==> src/rtl/x_rams128_arb_pkg.sv <==
// Shared types and constants for the 128x1 RAM arbiter.
package x_rams128_arb_pkg;

    localparam int unsigned RAM_DEPTH = 128;
    localparam int unsigned ADDR_W    = 7;

    typedef logic [ADDR_W-1:0] addr_t;

    // Controller state; kept as plain constants for legacy tool flows.
    typedef logic [0:0] state_t;
    localparam state_t StIdle  = 1'b0;
    localparam state_t StClear = 1'b1;

    // Clear counter step with wrap at the last location.
    function automatic addr_t next_addr(input addr_t a, input int unsigned depth);
        if (a == addr_t'(depth - 1)) begin
            return '0;
        end
        return a + addr_t'(1);
    endfunction

endpackage

==> src/rtl/x_rr_arb2.sv <==
// Two-way round-robin arbiter with a one-bit "last granted" pointer.
module x_rr_arb2 (
    input  logic clk,
    input  logic rst,
    input  logic req0,
    input  logic req1,
    input  logic en,
    output logic gnt0,
    output logic gnt1
);

    // 1 = requester 1 was granted last, so requester 0 wins the next conflict.
    logic last;

    // Combinational grant: single requester always wins, conflicts use the pointer.
    always_comb begin
        gnt0 = en & req0 & (~req1 | last);
        gnt1 = en & req1 & (~req0 | ~last);
    end

    // Pointer follows every grant.
    always_ff @(posedge clk or posedge rst) begin
        if (rst) begin
            last <= 1'b1;
        end else if (gnt0) begin
            last <= 1'b0;
        end else if (gnt1) begin
            last <= 1'b1;
        end
    end

endmodule

==> src/rtl/x_rams128_arb.sv <==
// Two-requester controller for a 128x1 single-port distributed RAM.
// Optional clear sequencer enabled by defining X_RAMS128_ARB_CLR_EN.
module x_rams128_arb
    import x_rams128_arb_pkg::*;
#(
    parameter logic        FILL  = 1'b0,
    parameter int unsigned DEPTH = 128
) (
    input  logic       CLK,
    input  logic       RST,
    input  logic       REQ0,
    input  logic       REQ1,
    input  logic       WE0,
    input  logic       WE1,
    input  logic [6:0] ADR0,
    input  logic [6:0] ADR1,
    input  logic       I0,
    input  logic       I1,
    output logic       GNT0,
    output logic       GNT1,
    output logic       O0,
    output logic       O1,
    output logic       VLD0,
    output logic       VLD1,
    input  logic       CLR,
    output logic       BUSY,
    output logic [6:0] RAM_ADR,
    output logic       RAM_I,
    output logic       RAM_WE,
    input  logic       RAM_O
);

    logic busy;
    logic gnt0;
    logic gnt1;
    logic rd0;
    logic rd1;

`ifdef X_RAMS128_ARB_CLR_EN
    state_t state_q;
    state_t state_d;
    addr_t  cnt_q;
    addr_t  cnt_d;

    // Clear sequencer next state: walk every address once, then return to idle.
    always_comb begin
        state_d = state_q;
        cnt_d   = cnt_q;
        case (state_q)
            StIdle: begin
                if (CLR) begin
                    state_d = StClear;
                    cnt_d   = '0;
                end
            end
            default: begin
                // CLR is ignored here so an in-flight clear is never restarted.
                if (cnt_q == addr_t'(DEPTH - 1)) begin
                    state_d = StIdle;
                end
                cnt_d = next_addr(cnt_q, DEPTH);
            end
        endcase
    end

    // Clear state and counter; reset starts a full fill.
    always_ff @(posedge CLK or posedge RST) begin
        if (RST) begin
            state_q <= StClear;
            cnt_q   <= '0;
        end else begin
            state_q <= state_d;
            cnt_q   <= cnt_d;
        end
    end

    assign busy = (state_q == StClear);
`else
    // Without the sequencer the array keeps its power-up contents.
    logic unused_cfg;
    assign unused_cfg = ^{FILL, CLR, DEPTH[0]};
    assign busy       = 1'b0;
`endif

    x_rr_arb2 u_arb (
        .clk  (CLK),
        .rst  (RST),
        .req0 (REQ0),
        .req1 (REQ1),
        .en   (~busy),
        .gnt0 (gnt0),
        .gnt1 (gnt1)
    );

    assign GNT0 = gnt0;
    assign GNT1 = gnt1;
    assign BUSY = busy;
    assign rd0  = gnt0 & ~WE0;
    assign rd1  = gnt1 & ~WE1;

    // RAM pin mux: clear writes take precedence, otherwise the granted requester.
    always_comb begin
        RAM_WE  = 1'b0;
        RAM_ADR = '0;
        RAM_I   = 1'b0;
        if (gnt0) begin
            RAM_WE  = WE0;
            RAM_ADR = ADR0;
            RAM_I   = I0;
        end else if (gnt1) begin
            RAM_WE  = WE1;
            RAM_ADR = ADR1;
            RAM_I   = I1;
        end
`ifdef X_RAMS128_ARB_CLR_EN
        if (busy) begin
            RAM_WE  = 1'b1;
            RAM_ADR = cnt_q;
            RAM_I   = FILL;
        end
`endif
    end

    // Read data capture and one-cycle valid pulses per requester.
    always_ff @(posedge CLK or posedge RST) begin
        if (RST) begin
            O0   <= 1'b0;
            O1   <= 1'b0;
            VLD0 <= 1'b0;
            VLD1 <= 1'b0;
        end else begin
            VLD0 <= rd0;
            VLD1 <= rd1;
            if (rd0) begin
                O0 <= RAM_O;
            end
            if (rd1) begin
                O1 <= RAM_O;
            end
        end
    end

endmodule

==> config.mk <==
export PLATFORM = sky130hd
export DESIGN_NAME = x_rams128_arb
export DESIGN_NICKNAME = d
export VERILOG_FILES = /design/src/rtl/x_rams128_arb_pkg.sv /design/src/rtl/x_rr_arb2.sv /design/src/rtl/x_rams128_arb.sv
export SDC_FILE = /design/constraint.sdc
export NUM_CORES = 1
export LEC_CHECK = 0
export CAP_MARGIN = 15
export CELL_PAD_IN_SITES_DETAIL_PLACEMENT = 0
export CELL_PAD_IN_SITES_GLOBAL_PLACEMENT = 1
export CORE_UTILIZATION = 16
export CTS_CLUSTER_DIAMETER = 30
export CTS_CLUSTER_SIZE = 14
export DETAILED_ROUTE_END_ITERATION = 16
export PLACE_DENSITY = 0.85
export SETUP_SLACK_MARGIN = 0.5
export SLEW_MARGIN = 10
export SYNTH_ARGS = -nofsm -noshare
export SYNTH_HDL_FRONTEND = slang
export SYNTH_HIERARCHICAL = 1
export SYNTH_SLANG_ARGS = --single-unit
==> constraint.sdc <==
create_clock -name CLK -period 1.55 [get_ports CLK]
set_input_delay 0.31 -clock CLK [delete_from_list [all_inputs] [get_ports CLK]]
set_output_delay 0.31 -clock CLK [all_outputs]
set_load 0.1 [all_outputs]
==> metrics.md <==
| Metric | Value |
|---|---|
| Outcome | complete, but fails checks |
| Violated checks | negative setup slack |
| Initial core utilization | 17.4% |
| CTS sink cnt | 5 |
| Static leakage | 0.539 nW |
| Setup ws final | -0.376 ns |
| Power share of the sequential group | 17.5% |
| Post-synth EDFFs | 0 |
| GR Overflow Total | 0 |
| Syn Std Cell Area | 352 µm² |
| Pre-Repair DR Iteration Count | 5 |
| Largest net degree at the start of global routing | 9 |
| RR Endpoint | O0 |
| WS Path Type | register to output port |
| Clk slew on worst S/H paths | 0.04 ns |
| Syn. warnings | 6 |
| Routed WL | 1350 µm |
| N_diodes | 0 |
| Final net count | 120 |
| CP startpoint kind | register |
| Design area | 1200 µm² |
| Distinct cells, synth | 16 |
| Buffers on Ports | 37 |
| Highest clock rate | 519 MHz |
| Fin. Hold Viols | 0 |
| Peak VDD IR | 0.599 mV |
| Clk_skew | 0.000386 ns |
| HPWL after DPL | 1120 µm |
| Post-synth top area cell | dfrtp_1 |
| Largest stage delay, worst path | 0.54 ns |
| Critical path endpoint category | output port |
| R2R Setup Slk | -0.06 ns |
| Critical R2R Launch | u_arb/last |
| Final worst-path cycle share | 124% |
| Max Slew Vio Count | 0 |
| RSZ-0062 raised after global routing | yes |
| Switch share | 45.3% |
| # DRC | 0 |
| Top cell type's share of synthesized area | 28.5% |
| Total die area | 2390 µm² |
| Int Power | 0.567 mW |
| Largest cells by area after synthesis | dfrtp_1, a22o_1, mux2_4 |
| Initial antenna violation count | 0 |
| Crit-path max FO | 7 |
| Core Box Area | 2020 µm² |
| Initial DRC Count | 8 |
| Yosys reg bits | 5 |
| Critical Path RT | 1.24 ns |
| Total CTS buffers | 3 |
| Clock Path Buffers | 2 |
| Area of placed instances | 1090 µm² |
| Via count | 475 |
| Most common cell in the netlist | a22o_1 |
| First-pass GRT wire length | 2240 µm |
| Vias per Instance | 3.89 |
| Final Critical Period | 1.93 ns |
| Combinational share of power | 68.6% |
| Post-route ant nets | 0 |
| Slowest CP cell | dfstp_2 |
| Crit path DAT | 1.62 ns |
| PwrDens | 860 nW/µm² |
| TNS Setup | -3.44 ns |
| Most repeated library cell on the critical path | buf_4 |
| Worst reg2reg path depth | 7 |
| NetSw | 0.469 mW |
| Seq/Total Area, Yosys | 35.9% |
| Mapped Cells | 37 |
| Proportion of layout cells with a drive suffix above 1 | 65.3% |
| GRT Overall Usage | 12.3% |
| Clk pwr share | 13.9% |
| Total power | 1.04 mW |
| Max cap viols | 0 |
| Root Driver | clkbuf_4 |
| Vias in the first global route | 508 |
| Die Ht | 48.9 µm |
| Post-synthesis average cell area | 9.50 µm² |
| Routed wire per std cell | 11.1 µm |
| Top cells by count, synth | a22o_1, nand2_1, dfrtp_1, inv_1 |
| Cells along the critical path | buf_4, a21oi_4, nor2b_1, buf_4, a22o_4, buf_12 |
| Worst slack, placed | -0.447 ns |
| I/O pins | 40 |
| Hold crit path type | input port to async pin |
| Async set-reset flop share out of synthesis | 100% |
| H-tree Lvls | 1 |
| Hold-fix buffers, CTS | 0 |
| Die Wd | 48.9 µm |
| Final setup viols | 11 |
| CTS tree | yes |
| Synth-to-Final Area Change | 243% |
| Skew-Pair Late Insertion Delay | 0.23 ns |
| Rows | 16 |
| Top FF cell, synth | dfrtp_1 |
| Placer Congestion | 0.665 |
-- worst max path at each step --
| stage | to | from | cells after the start | slack, ns |
|---|---|---|---|---|
| after global placement | RAM_ADR[3] | REQ1 | 7 | -0.45 |
| final | RAM_I | u_arb/last | 6 | -0.38 |
| after global routing | RAM_ADR[0] | u_arb/last | 6 | -0.43 |
| after detailed placement | RAM_I | REQ1 | 7 | -0.45 |
| after floorplan | RAM_ADR[0] | u_arb/last | 5 | -0.63 |
| after CTS | RAM_I | u_arb/last | 6 | -0.39 |
-- power by group through the flow --
stage	logic [mW]	registers, mW	clock network, mW
after global routing	0.733	0.185	0.156
after global placement	0.668	0.182	0
final	0.711	0.181	0.144
after detailed placement	0.676	0.184	0
after floorplan	0.289	0.288	0
after CTS	0.709	0.181	0.149
-- worst max-delay path, delay by kind of cell, from the launching register on --
family / cells / cell delay [ns]
flip-flops: 1 / 0.54
AND/OR/NAND/NOR: 1 / 0.12
AO/OA/AOI/OAI: 2 / 0.27
buffers and inverters: 3 / 0.44
-- through the flow --
stage / cells / hold slack, ns / util, %
after floorplan: 39 / 0.0761 / -
after global placement: 111 / 0.535 / 53.8
after global routing: 122 / 0.320 / 59.6
after detailed placement: 111 / 0.542 / 53.8
final: 122 / 0.296 / 59.6
after CTS: 121 / 0.299 / 58.8
-- placed cells by master, fill, tap and decap left out, types with 2 or more instances in the layout --
cell type / instances
a22o_4: 7
clkdlybuf4s50_1: 20
dfrtp_2: 4
inv_1: 2
dlygate4sd2_1: 2
o21ai_4: 2
buf_4: 12
a21oi_4: 2
nand2_1: 2
nor2b_4: 2
clkbuf_4: 3
buf_12: 16
conb_1: 4
buf_6: 4
mux2_4: 2
nand2_2: 4
-- sequential cells by signal, summed over array words and instances (netlist names) --
register    flops
u_arb/last      1
O0              1
O1              1
VLD1            1
VLD0            1
-- routing by layer --
| layer | up-vias | global-route usage [%] | part of all wire (%) |
|---|---|---|---|
| met4 | 0 | 4.41 | 0 |
| met5 | - | 0 | 0 |
| met1 | 226 | 12.7 | 35 |
| met2 | 13 | 25.0 | 62 |
| li1 | 236 | - | - |
| met3 | 0 | 1.25 | 2.8 |
-- layout make-up --
cell class,instances,area (µm²)
repair buffers,55,688
well taps,27,33.8
multi-input cells,28,314
clock buffers,4,26.3
fillers,170,817
inverters,3,11.3
flip-flops and latches,5,131
-- kinds of logic (layout without fill, tap and decap cells) --
kind of cell / count (synthesis) / in the layout / share of synthesized area [%]
compound gates: 12 / 12 / 25.6
simple gates: 10 / 10 / 17.8
mux: 2 / 2 / 8.54
buf+inv: 6 / 62 / 9.96
flops: 5 / 5 / 35.9
other cells: 2 / 4 / 2.14
-- what timing repair did --
action,CTS,global route
pin swaps,2,0
cloned,0,0
resized for setup,8,2
buffers inserted,6,1
setup endpoints to repair,20,19
Note: power is estimated with default switching activity, not from simulation.
